<file path="config.mk">
export PLATFORM = sky130hd
export DESIGN_NAME = arb_fifo_flat
export DESIGN_NICKNAME = d
export VERILOG_FILES = /design/src/rtl/arb_pkg.sv /design/src/rtl/arb_fifo_if.sv /design/src/rtl/arb_fifo_mem.sv /design/src/rtl/arb_fifo.sv /design/src/flat_wrapper.sv
export SDC_FILE = /design/constraint.sdc
export NUM_CORES = 1
export LEC_CHECK = 0
export BUFFER_PORTS_ARGS = -buffer_cell sky130_fd_sc_hd__buf_2
export CORE_UTILIZATION = 40
export CTS_CLUSTER_DIAMETER = 30
export CTS_CLUSTER_SIZE = 40
export DETAILED_ROUTE_END_ITERATION = 10
export PLACE_DENSITY = 0.6
export SETUP_SLACK_MARGIN = 0.02
export SLEW_MARGIN = 15
export SYNTH_ARGS = -nofsm -noshare
export SYNTH_HDL_FRONTEND = slang
export SYNTH_SLANG_ARGS = --single-unit
</file>
<file path="constraint.sdc">
create_clock -name clk -period 12.55 [get_ports clk]
set_input_delay 0.6275 -clock clk [delete_from_list [all_inputs] [get_ports clk]]
set_output_delay 0.6275 -clock clk [all_outputs]
set_load 0.01 [all_outputs]
</file>
<file path="src/rtl/arb_pkg.sv">
// arb_pkg: shared types for the arbiter-to-engine FIFO path.
// Optional statistics outputs are enabled with ARB_FIFO_STATS_EN.
package arb_pkg;

    localparam int unsigned DW    = 32;
    localparam int unsigned DEPTH = 16;
    localparam int unsigned SKID  = 2;

    // Bits carried alongside the data word: src(1) + proc_val(8) + mode(2).
    localparam int unsigned SIDEBAND_W = 11;

    typedef logic [1:0] mode_t;
    localparam mode_t MODE_IDLE = 2'b00;

    typedef logic src_t;

    typedef struct packed {
        src_t          src;
        logic [7:0]    proc_val;
        mode_t         mode;
        logic [DW-1:0] data;
    } arb_entry_t;

endpackage

</file>
<file path="src/rtl/arb_fifo_if.sv">
// arb_fifo_if: push side from the arbiter plus pop side to the processing engine.
// ARB_FIFO_STATS_EN adds the drop_cnt / high_water observation signals.
interface arb_fifo_if #(
    parameter int unsigned DW = 32,
    parameter int unsigned LW = 5
);
    import arb_pkg::*;

    logic [DW-1:0] slvx_data;
    logic          slvx_data_valid;
    mode_t         slvx_mode;
    logic [7:0]    slvx_proc_val;
    src_t          data_source;
    logic          flush;
    logic          fifo_full;
    logic          fifo_empty;
    logic [DW-1:0] out_data;
    mode_t         out_mode;
    logic [7:0]    out_proc_val;
    src_t          out_source;
    logic          out_valid;
    logic          out_ready;
    logic          overflow;
    logic [LW-1:0] level;
`ifdef ARB_FIFO_STATS_EN
    logic [15:0]   drop_cnt;
    logic [LW-1:0] high_water;
`endif

    // FIFO side: accepts beats, presents the head entry.
    modport slave (
        input  slvx_data, slvx_data_valid, slvx_mode, slvx_proc_val, data_source,
        input  flush, out_ready,
        output fifo_full, fifo_empty, out_data, out_mode, out_proc_val, out_source,
        output out_valid, overflow, level
`ifdef ARB_FIFO_STATS_EN
        , output drop_cnt, high_water
`endif
    );

    // Arbiter / engine side.
    modport master (
        output slvx_data, slvx_data_valid, slvx_mode, slvx_proc_val, data_source,
        output flush, out_ready,
        input  fifo_full, fifo_empty, out_data, out_mode, out_proc_val, out_source,
        input  out_valid, overflow, level
`ifdef ARB_FIFO_STATS_EN
        , input drop_cnt, high_water
`endif
    );

endinterface

</file>
<file path="src/rtl/arb_fifo_mem.sv">
// arb_fifo_mem: simple dual-port storage, one synchronous write, asynchronous read, no reset.
module arb_fifo_mem #(
    parameter int unsigned W     = 43,
    parameter int unsigned DEPTH = 16
) (
    input  logic                     clk,
    input  logic                     we_i,
    input  logic [$clog2(DEPTH)-1:0] waddr_i,
    input  logic [W-1:0]             wdata_i,
    input  logic [$clog2(DEPTH)-1:0] raddr_i,
    output logic [W-1:0]             rdata_o
);

    logic [W-1:0] mem_q [DEPTH];

    // Write port.
    always_ff @(posedge clk) begin
        if (we_i) begin
            mem_q[waddr_i] <= wdata_i;
        end
    end

    assign rdata_o = mem_q[raddr_i];

endmodule

</file>
<file path="src/rtl/arb_fifo.sv">
// arb_fifo: first-word-fall-through FIFO between the two-slave arbiter and the
// processing engine, with skid-margin back-pressure and sticky overflow.
// Define ARB_FIFO_STATS_EN to add drop_cnt and high_water statistics.
module arb_fifo
    import arb_pkg::*;
#(
    parameter int unsigned DW    = 32,
    parameter int unsigned DEPTH = 16,
    parameter int unsigned SKID  = 2
) (
    input logic        clk,
    input logic        rst_n,
    arb_fifo_if.slave  bus
);

    localparam int unsigned AW = $clog2(DEPTH);
    localparam int unsigned LW = AW + 1;
    localparam int unsigned EW = DW + SIDEBAND_W;

    logic [AW-1:0] wr_ptr_q, wr_ptr_d;
    logic [AW-1:0] rd_ptr_q, rd_ptr_d;
    logic [LW-1:0] level_q,  level_d;
    logic          overflow_q, overflow_d;

    logic          hard_full_c;
    logic          pop_c;
    logic          push_ok_c;
    logic          drop_c;
    logic          we_c;
    logic [EW-1:0] wr_entry_c;
    logic [EW-1:0] rd_entry_c;

    // Handshake decode and next-state for pointers, occupancy and overflow; flush wins.
    always_comb begin
        hard_full_c = (level_q == LW'(DEPTH));
        pop_c       = (level_q != '0) && bus.out_ready;
        push_ok_c   = bus.slvx_data_valid && (!hard_full_c || pop_c);
        drop_c      = bus.slvx_data_valid && hard_full_c && !pop_c;

        wr_ptr_d    = wr_ptr_q;
        rd_ptr_d    = rd_ptr_q;
        level_d     = level_q;
        overflow_d  = overflow_q;

        if (bus.flush) begin
            wr_ptr_d   = '0;
            rd_ptr_d   = '0;
            level_d    = '0;
            overflow_d = 1'b0;
        end else begin
            if (push_ok_c) wr_ptr_d = wr_ptr_q + AW'(1);
            if (pop_c)     rd_ptr_d = rd_ptr_q + AW'(1);
            case ({push_ok_c, pop_c})
                2'b10:   level_d = level_q + LW'(1);
                2'b01:   level_d = level_q - LW'(1);
                default: level_d = level_q;
            endcase
            if (drop_c) overflow_d = 1'b1;
        end
    end

    // State registers; reset has the same effect as flush.
    always_ff @(posedge clk) begin
        if (!rst_n) begin
            wr_ptr_q   <= '0;
            rd_ptr_q   <= '0;
            level_q    <= '0;
            overflow_q <= 1'b0;
        end else begin
            wr_ptr_q   <= wr_ptr_d;
            rd_ptr_q   <= rd_ptr_d;
            level_q    <= level_d;
            overflow_q <= overflow_d;
        end
    end

    // Storage write is suppressed when the beat is discarded by flush or reset.
    assign we_c       = push_ok_c && !bus.flush && rst_n;
    assign wr_entry_c = {bus.data_source, bus.slvx_proc_val, bus.slvx_mode, bus.slvx_data};

    arb_fifo_mem #(
        .W     (EW),
        .DEPTH (DEPTH)
    ) u_mem (
        .clk     (clk),
        .we_i    (we_c),
        .waddr_i (wr_ptr_q),
        .wdata_i (wr_entry_c),
        .raddr_i (rd_ptr_q),
        .rdata_o (rd_entry_c)
    );

    assign bus.out_source   = rd_entry_c[EW-1];
    assign bus.out_proc_val = rd_entry_c[EW-2 -: 8];
    assign bus.out_mode     = rd_entry_c[DW+1:DW];
    assign bus.out_data     = rd_entry_c[DW-1:0];

    // Status decoded from the registered occupancy.
    assign bus.fifo_full  = (level_q >= LW'(DEPTH - SKID));
    assign bus.fifo_empty = (level_q == '0);
    assign bus.out_valid  = (level_q != '0);
    assign bus.overflow   = overflow_q;
    assign bus.level      = level_q;

`ifdef ARB_FIFO_STATS_EN
    logic [15:0]   drop_cnt_q,   drop_cnt_d;
    logic [LW-1:0] high_water_q, high_water_d;

    // Saturating drop counter and peak occupancy tracker.
    always_comb begin
        drop_cnt_d   = drop_cnt_q;
        high_water_d = high_water_q;
        if (bus.flush) begin
            drop_cnt_d   = '0;
            high_water_d = '0;
        end else begin
            if (drop_c && (drop_cnt_q != 16'hFFFF)) drop_cnt_d = drop_cnt_q + 16'd1;
            if (level_d > high_water_q) high_water_d = level_d;
        end
    end

    // Statistics registers.
    always_ff @(posedge clk) begin
        if (!rst_n) begin
            drop_cnt_q   <= '0;
            high_water_q <= '0;
        end else begin
            drop_cnt_q   <= drop_cnt_d;
            high_water_q <= high_water_d;
        end
    end

    assign bus.drop_cnt   = drop_cnt_q;
    assign bus.high_water = high_water_q;
`endif

endmodule

</file>
<file path="src/flat_wrapper.sv">
// flat-port wrapper written by rule: the top's interface ports become plain ports
module arb_fifo_flat import arb_pkg::*;
#(
    parameter int unsigned DW    = 32,
    parameter int unsigned DEPTH = 16,
    parameter int unsigned SKID  = 2
)
  (clk, rst_n, bus_slvx_data, bus_slvx_data_valid, bus_slvx_mode, bus_slvx_proc_val, bus_data_source, bus_flush, bus_out_ready, bus_fifo_full, bus_fifo_empty, bus_out_data, bus_out_mode, bus_out_proc_val, bus_out_source, bus_out_valid, bus_overflow, bus_level);
  arb_fifo_if #(.DW(DW), .LW(($clog2((16)) + 1))) bus_i ();
  input logic clk;
  input logic rst_n;
  input wire logic [$bits(bus_i.slvx_data)-1:0] bus_slvx_data;
  input wire logic [$bits(bus_i.slvx_data_valid)-1:0] bus_slvx_data_valid;
  input wire logic [$bits(bus_i.slvx_mode)-1:0] bus_slvx_mode;
  input wire logic [$bits(bus_i.slvx_proc_val)-1:0] bus_slvx_proc_val;
  input wire logic [$bits(bus_i.data_source)-1:0] bus_data_source;
  input wire logic [$bits(bus_i.flush)-1:0] bus_flush;
  input wire logic [$bits(bus_i.out_ready)-1:0] bus_out_ready;
  output wire logic [$bits(bus_i.fifo_full)-1:0] bus_fifo_full;
  output wire logic [$bits(bus_i.fifo_empty)-1:0] bus_fifo_empty;
  output wire logic [$bits(bus_i.out_data)-1:0] bus_out_data;
  output wire logic [$bits(bus_i.out_mode)-1:0] bus_out_mode;
  output wire logic [$bits(bus_i.out_proc_val)-1:0] bus_out_proc_val;
  output wire logic [$bits(bus_i.out_source)-1:0] bus_out_source;
  output wire logic [$bits(bus_i.out_valid)-1:0] bus_out_valid;
  output wire logic [$bits(bus_i.overflow)-1:0] bus_overflow;
  output wire logic [$bits(bus_i.level)-1:0] bus_level;
  assign bus_i.slvx_data = bus_slvx_data;
  assign bus_i.slvx_data_valid = bus_slvx_data_valid;
  assign bus_i.slvx_mode = bus_slvx_mode;
  assign bus_i.slvx_proc_val = bus_slvx_proc_val;
  assign bus_i.data_source = bus_data_source;
  assign bus_i.flush = bus_flush;
  assign bus_i.out_ready = bus_out_ready;
  assign bus_fifo_full = bus_i.fifo_full;
  assign bus_fifo_empty = bus_i.fifo_empty;
  assign bus_out_data = bus_i.out_data;
  assign bus_out_mode = bus_i.out_mode;
  assign bus_out_proc_val = bus_i.out_proc_val;
  assign bus_out_source = bus_i.out_source;
  assign bus_out_valid = bus_i.out_valid;
  assign bus_overflow = bus_i.overflow;
  assign bus_level = bus_i.level;
  arb_fifo #(.DW(DW), .DEPTH(DEPTH), .SKID(SKID)) u_core (.clk(clk), .rst_n(rst_n), .bus(bus_i));
endmodule
</file>
==> results.yml, run 1 <==
worst_setup_path:
  worst_r2r_path_depth: 5
  r2r_slack_ns: 9.53
  start_kind: "register"
  reg2reg_to: "u_core.u_mem.mem_q[5][29]$_DFFE_PP_"
  cp-end-kind: "output port"
  crit_arrival_ns: 4.44
  r2r-start: "u_core.bus.level[1]$_SDFFE_PP0P_"
  cp_max_fo: 62
  crit_type: "register to output port"
  crit_required_ns: 11.92
grt:
  antenna_found_initial: 4
  grt_use_total: 0.1829
  grt_max_degree: 63
  grt_pass1_vias: 13684
  grt_pass1_wl_um: 88400
  grt-ovfl-total: 0
timing:
  max_clock_freq_mhz: 197.2
  hold_violations: 0
  finalSetupTns_ns: 0
  setup_ws_ns: 7.479
  finClkSkew_ns: 0.02210
  drv_slew: 0
  finalSetupViolations: 0
  rsz0062_at_grt: "false"
  holdWs_ns: 0.2833
  min_period_ns: 5.071
  finalCritPeriodShare: 0.4041
  max_slew_margin: 0.3327
  max_slew.worst_pin.slew_ns: 1.001
final_layout:
  fin_util: 0.4949
  final_nets: 1438
  drive_above_1_share: 0.3616
  n_fill_cell: 5182
  finalInstanceArea_um2: 32650
  syn2layout_area_growth_pct: 22.06
  seq_area_um2: 21030
  final_cells: 2350
  multi_input_area_um2: 5479
cts:
  cts_hold_buf: 0
  htreeDepth: 4
  cts_tree: "done"
  cts-resized-gates: 0
  cts_setup_buffers: 0
  clock-root-buffer: "clkbuf_16"
  cts_made_buffers: 131
  worstSkewPairLatency_ns: 0.71
  clk_pin_slew_ns: 0.04
  clock-sinks: 706
  cts_buffer_depth: 3
yosys:
  syn_nets: 1242
  synth_top_area_frac: 0.7723
  syn_avg_cell_area_um2: 22.56
  synth_area_um2: 26750
  seq_area_frac_synth: 0.7857
  synth_edf_count: 688
  yosys.area.top_type: "edfxtp_1"
  ys_warn_count: 0
  ys_top_cells_by_area: "edfxtp_1 77%, mux4_2 14%, a22oi_1 2.4%"
  synth_top_flop_cell: "edfxtp_1"
  synthesis.instances: 1186
  async_reset_ff_frac: 0
  ys_ff_latch: 706
  ys_types: 38
power_and_ir_drop:
  clkPwrFrac: 0.553
  p_sw_mw: 1.262
  sw_frac_of_total: 0.2070
  leakagePower_nw: 10.51
  powerDensity_nw_per_um2: 186.7
  p_int_mw: 4.835
  peakVddDrop_uv: 128.3
  power_frac_seq: 0.427
  combPwrFrac: 0.020
  finalPower_mw: 6.097
drt:
  viasPerCell: 5.526
  first_pass_iters: 8
  ant_nets: 0
  avgRoutedWirePerCell_um: 25.74
  vias: 12986
  drtIter0Drc: 1019
  drc: 24
  drt_wl_total_um: 60480
die:
  core_area_um2: 65980
  die_area_um2: 67920
  chipHeight_um: 260.6
  io_pins: 100
  die_x_um: 260.6
  rows: 94
  start_util: 0.4054
worst_hold_path:
  hold_class: "input pin to register"
  hp-start: "bus_slvx_data_valid"
  min_to: "u_core.bus.overflow$_SDFFE_PP0P_"
  holdPathStages: 3
job:
  max-cap-violations: 0
run_status:
  status: "complete, but fails checks"
  violations: "design-rule violations"
place:
  dpl.hpwl_um: 29180
  port_buffers: 99
  pre_cts_slack_ns: 8.171
  place_area_um2: 28330
  gp_congestion: 0.7215
  post-place-cells: 2113
==> registers in the layout, indices dropped and copies added (netlist names), named ones only <==
name                 cells
u_core.u_mem.mem_q     688
u_core.bus.level         5
u_core.wr_ptr_q          4
u_core.rd_ptr_q          4
u_core.bus.overflow      1
==> power by group through the flow <==
stage	clock network, mW	registers, mW	logic (mW)
2_1_floorplan	0	2.65	0.0696
3_3_place_gp	0	2.65	0.119
3_5_place_dp	0	2.65	0.123
4_1_cts	3.42	2.61	0.123
5_1_grt	3.53	2.60	0.133
6_report	3.37	2.61	0.121
==> cell type report <==
| class | instances | area share |
|---|---|---|
| multi-input combinational | 408 | 0.1678 |
| inverter | 6 | 0.0006897 |
| timing repair buffer | 129 | 0.02207 |
| clock buffer | 144 | 0.1025 |
| sequential | 706 | 0.6440 |
| tap | 864 | 0.03311 |
| clock inverter | 92 | 0.02977 |
| antenna | 1 | 0.00007663 |
==> cells in the final DEF (no fill, tap or decap), types with 7 or more instances in the layout <==
master	instances
bufinv_16	12
buf_4	30
and2_2	7
clkinvlp_4	14
clkinv_2	29
mux4_2	172
dfxtp_1	16
clkbuf_16	132
nor2_1	10
clkinv_1	14
ha_1	8
a22oi_1	86
nand2_1	55
inv_6	7
nor4_2	8
buf_2	99
edfxtp_1	688
clkbuf_1	12
nand3_1	7
==> cells by family (layout without fill, tap and decap cells) <==
family	Yosys count	after routing	synth area share
mux	174	174	0.1455
other cells	0	1	0
fa+ha+maj	8	8	0.003742
simple gates	112	112	0.02006
xor+xnor	7	7	0.002292
buf+inv	72	371	0.01267
compound gates	107	107	0.02993
flops	706	706	0.7857
==> worst max-delay path, cell delays in order (launching register included) <==
cell     delay, ns
dfxtp_4       0.91
buf_4         0.75
buf_4         0.86
mux4_2        0.41
a22oi_1       0.26
nand2_1       0.18
buf_2         0.18
==> per-layer routing <==
layer / part of all wire / global-route usage / vias up
met5: 0.00056 / 0 / -
met4: 0.017 / 0.05767 / 6
met3: 0.068 / 0.04788 / 100
met2: 0.49 / 0.2882 / 452
met1: 0.43 / 0.2495 / 6939
li1: - / - / 5489
==> how the worst max path moves through the flow <==
stage	from	to	slack, ns	cells after the start
after floorplan	bus_flush	u_core.u_mem.mem_q[8][0]$_DFFE_PP_	6.62	4
after CTS	register	bus_out_data[18]	7.41	6
after global placement	register	bus_out_data[18]	8.18	6
after global routing	register	bus_out_data[18]	7.27	6
final	register	bus_out_data[18]	7.48	6
after detailed placement	register	bus_out_data[18]	8.17	6
==> cell usage after synthesis, types with 6 or more instances <==
library cell  count
a22oi_1          86
and2_1            9
buf_1            13
buf_2            13
buf_4             8
clkbuf_1         29
dfxtp_1          18
edfxtp_1        688
ha_1              8
inv_1             6
mux4_2          172
nand2_1          55
nand3_1           7
nor2_1           11
nor4_1           11
Note: power is estimated with default switching activity, not from simulation.
==> inputs of run 2 (changes only) <==
==> constraint.sdc (replaced) <==
create_clock -name clk -period 4.7 [get_ports clk]
set_input_delay 0.235 -clock clk [delete_from_list [all_inputs] [get_ports clk]]
set_output_delay 0.235 -clock clk [all_outputs]
set_load 0.01 [all_outputs]
==> results.yml, run 2 (synthesized netlist as in run 1, its figures left out) <==
run_status:
  status: "complete, but fails checks"
  violations: "design-rule violations"
grt:
  antenna_found_initial: 4
  grt_use_total: 0.1744
  grt-ovfl-total: 0
  grt_pass1_vias: 13940
  grt_pass1_wl_um: 86770
  grt_max_degree: 70
final_layout:
  diodes: 0
  largest_reg_flops: 688
  fin_util: 0.5003
  final_nets: 1471
  multi_input_area_um2: 5479
  layout_commonest_cell: "edfxtp_1"
  largest-register: "u_core.u_mem.mem_q"
  drive_above_1_share: 0.3439
  n_fill_cell: 5191
  syn2layout_area_growth_pct: 23.40
  mostFrequentLayoutCells: "688 x edfxtp_1, 172 x mux4_2, 120 x clkbuf_16"
  seq_area_um2: 21030
  finalInstanceArea_um2: 33010
worst_setup_path:
  cp-end-kind: "output port"
  crit_arrival_ns: 3.15
  cp_max_fo: 47
  start_kind: "register"
  crit_required_ns: 4.47
  crit_type: "register to output port"
drt:
  drt_wl_total_um: 57460
  ant_nets: 0
  vias: 12977
  viasPerCell: 5.448
  avgRoutedWirePerCell_um: 24.12
  first_pass_iters: 8
  drtIter0Drc: 1007
  drc: 12
power_and_ir_drop:
  peakVddDrop_uv: 317.1
  finalPower_mw: 16.09
  powerDensity_nw_per_um2: 487.4
  leakagePower_nw: 10.61
timing:
  drv_slew: 0
  finalSetupViolations: 0
  rsz0062_at_grt: "false"
  max_slew_margin: 0.2843
  max_clock_freq_mhz: 295.3
  min_period_ns: 3.387
  max_slew.worst_pin.slew_ns: 1.071
  holdWs_ns: 0.01257
  finClkSkew_ns: 0.02043
  finalCritPeriodShare: 0.7206
  hold_violations: 0
cts:
  cts-resized-gates: 0
  cts_made_buffers: 118
  clock-sinks: 706
  cts_setup_buffers: 0
  cts_hold_buf: 45
  clock-root-buffer: "clkbuf_16"
  worstSkewPairLatency_ns: 0.65
  htreeDepth: 3
  clk_pin_slew_ns: 0.05
  cts_buffer_depth: 3
  cts_tree: "done"
place:
  place_area_um2: 28410
  port_buffers: 99
  dpl.hpwl_um: 29000
  gp_congestion: 0.7542
die:
  die_x_um: 260.6
  rows: 94
  chipHeight_um: 260.6
  core_area_um2: 65980
  die_area_um2: 67920
  io_pins: 100
  start_util: 0.4054
worst_hold_path:
  hold_class: "input pin to register"
job:
  max-cap-violations: 0
==> run 2: cell count changes in the layout (fill, tap and decap cells not counted), sizes merged, moves of 2 or more <==
cell / before / now
bufinv: 12 / 21
dlygate4sd3: 0 / 45
clkinv: 54 / 43
inv: 18 / 20
clkbuf: 144 / 131
==> run 2: layout make-up <==
cell class,count,share of cell area
clock inverters,92,0.03343
well taps,864,0.03275
multi-input cells,408,0.1660
clock buffers,131,0.09221
flip-flops and latches,706,0.6370
repair buffers,175,0.03798
inverters,6,0.0006822
==> run 2: metal layers <==
| layer | routed length [um] | global-route usage | vias to the layer above |
|---|---|---|---|
| li1 | - | - | 5550 |
| met1 | 24120 | 0.2314 | 6903 |
| met2 | 28350 | 0.2852 | 412 |
| met3 | 3566 | 0.03467 | 104 |
| met4 | 1377 | 0.06595 | 8 |
| met5 | 46 | 0 | - |
==> run 2: path summary, 6_finish.rpt <==
path | to | cells past startpoint | start | slack, ns
setup / recovery | bus_out_data[26] | 5 | register | 1.31
hold / removal | u_core.wr_ptr_q[3]$_SDFFE_PP0P_ | 4 | bus_flush | 0.01
setup reg to reg | u_core.bus.level[4]$_SDFFE_PP0P_ | 10 | u_core.bus.level[1]$_SDFFE_PP0P_ | 1.74
hold reg to reg | u_core.bus.overflow$_SDFFE_PP0P_ | 2 | u_core.bus.overflow$_SDFFE_PP0P_ | 0.51
==> run 2: critical path, stage by stage (launching register included) <==
cell and delay (ns):
dfxtp_4 0.84, buf_4 0.59, mux4_2 0.40, a22oi_1 0.35
nand2_1 0.10, buf_2 0.16
==> run 2: report_power, final <==
| part | leakage, nW | total, mW | switching [mW] | internal [mW] |
|---|---|---|---|---|
| Sequential | 6.34 | 6.95 | 0.0150 | 6.93 |
| Clock | 1.99 | 8.78 | 2.95 | 5.83 |
| Combinational | 2.29 | 0.363 | 0.208 | 0.155 |
==> run 2: metrics by stage <==
step	setup slack, ns	TNS (ns)	instances
after detailed placement	1.778	0	2114
after floorplan	-1.011	-347.66	1186
final	1.313	0	2382
after global routing	1.127	0	2382
after CTS	1.257	0	2382
after global placement	1.836	0	2114
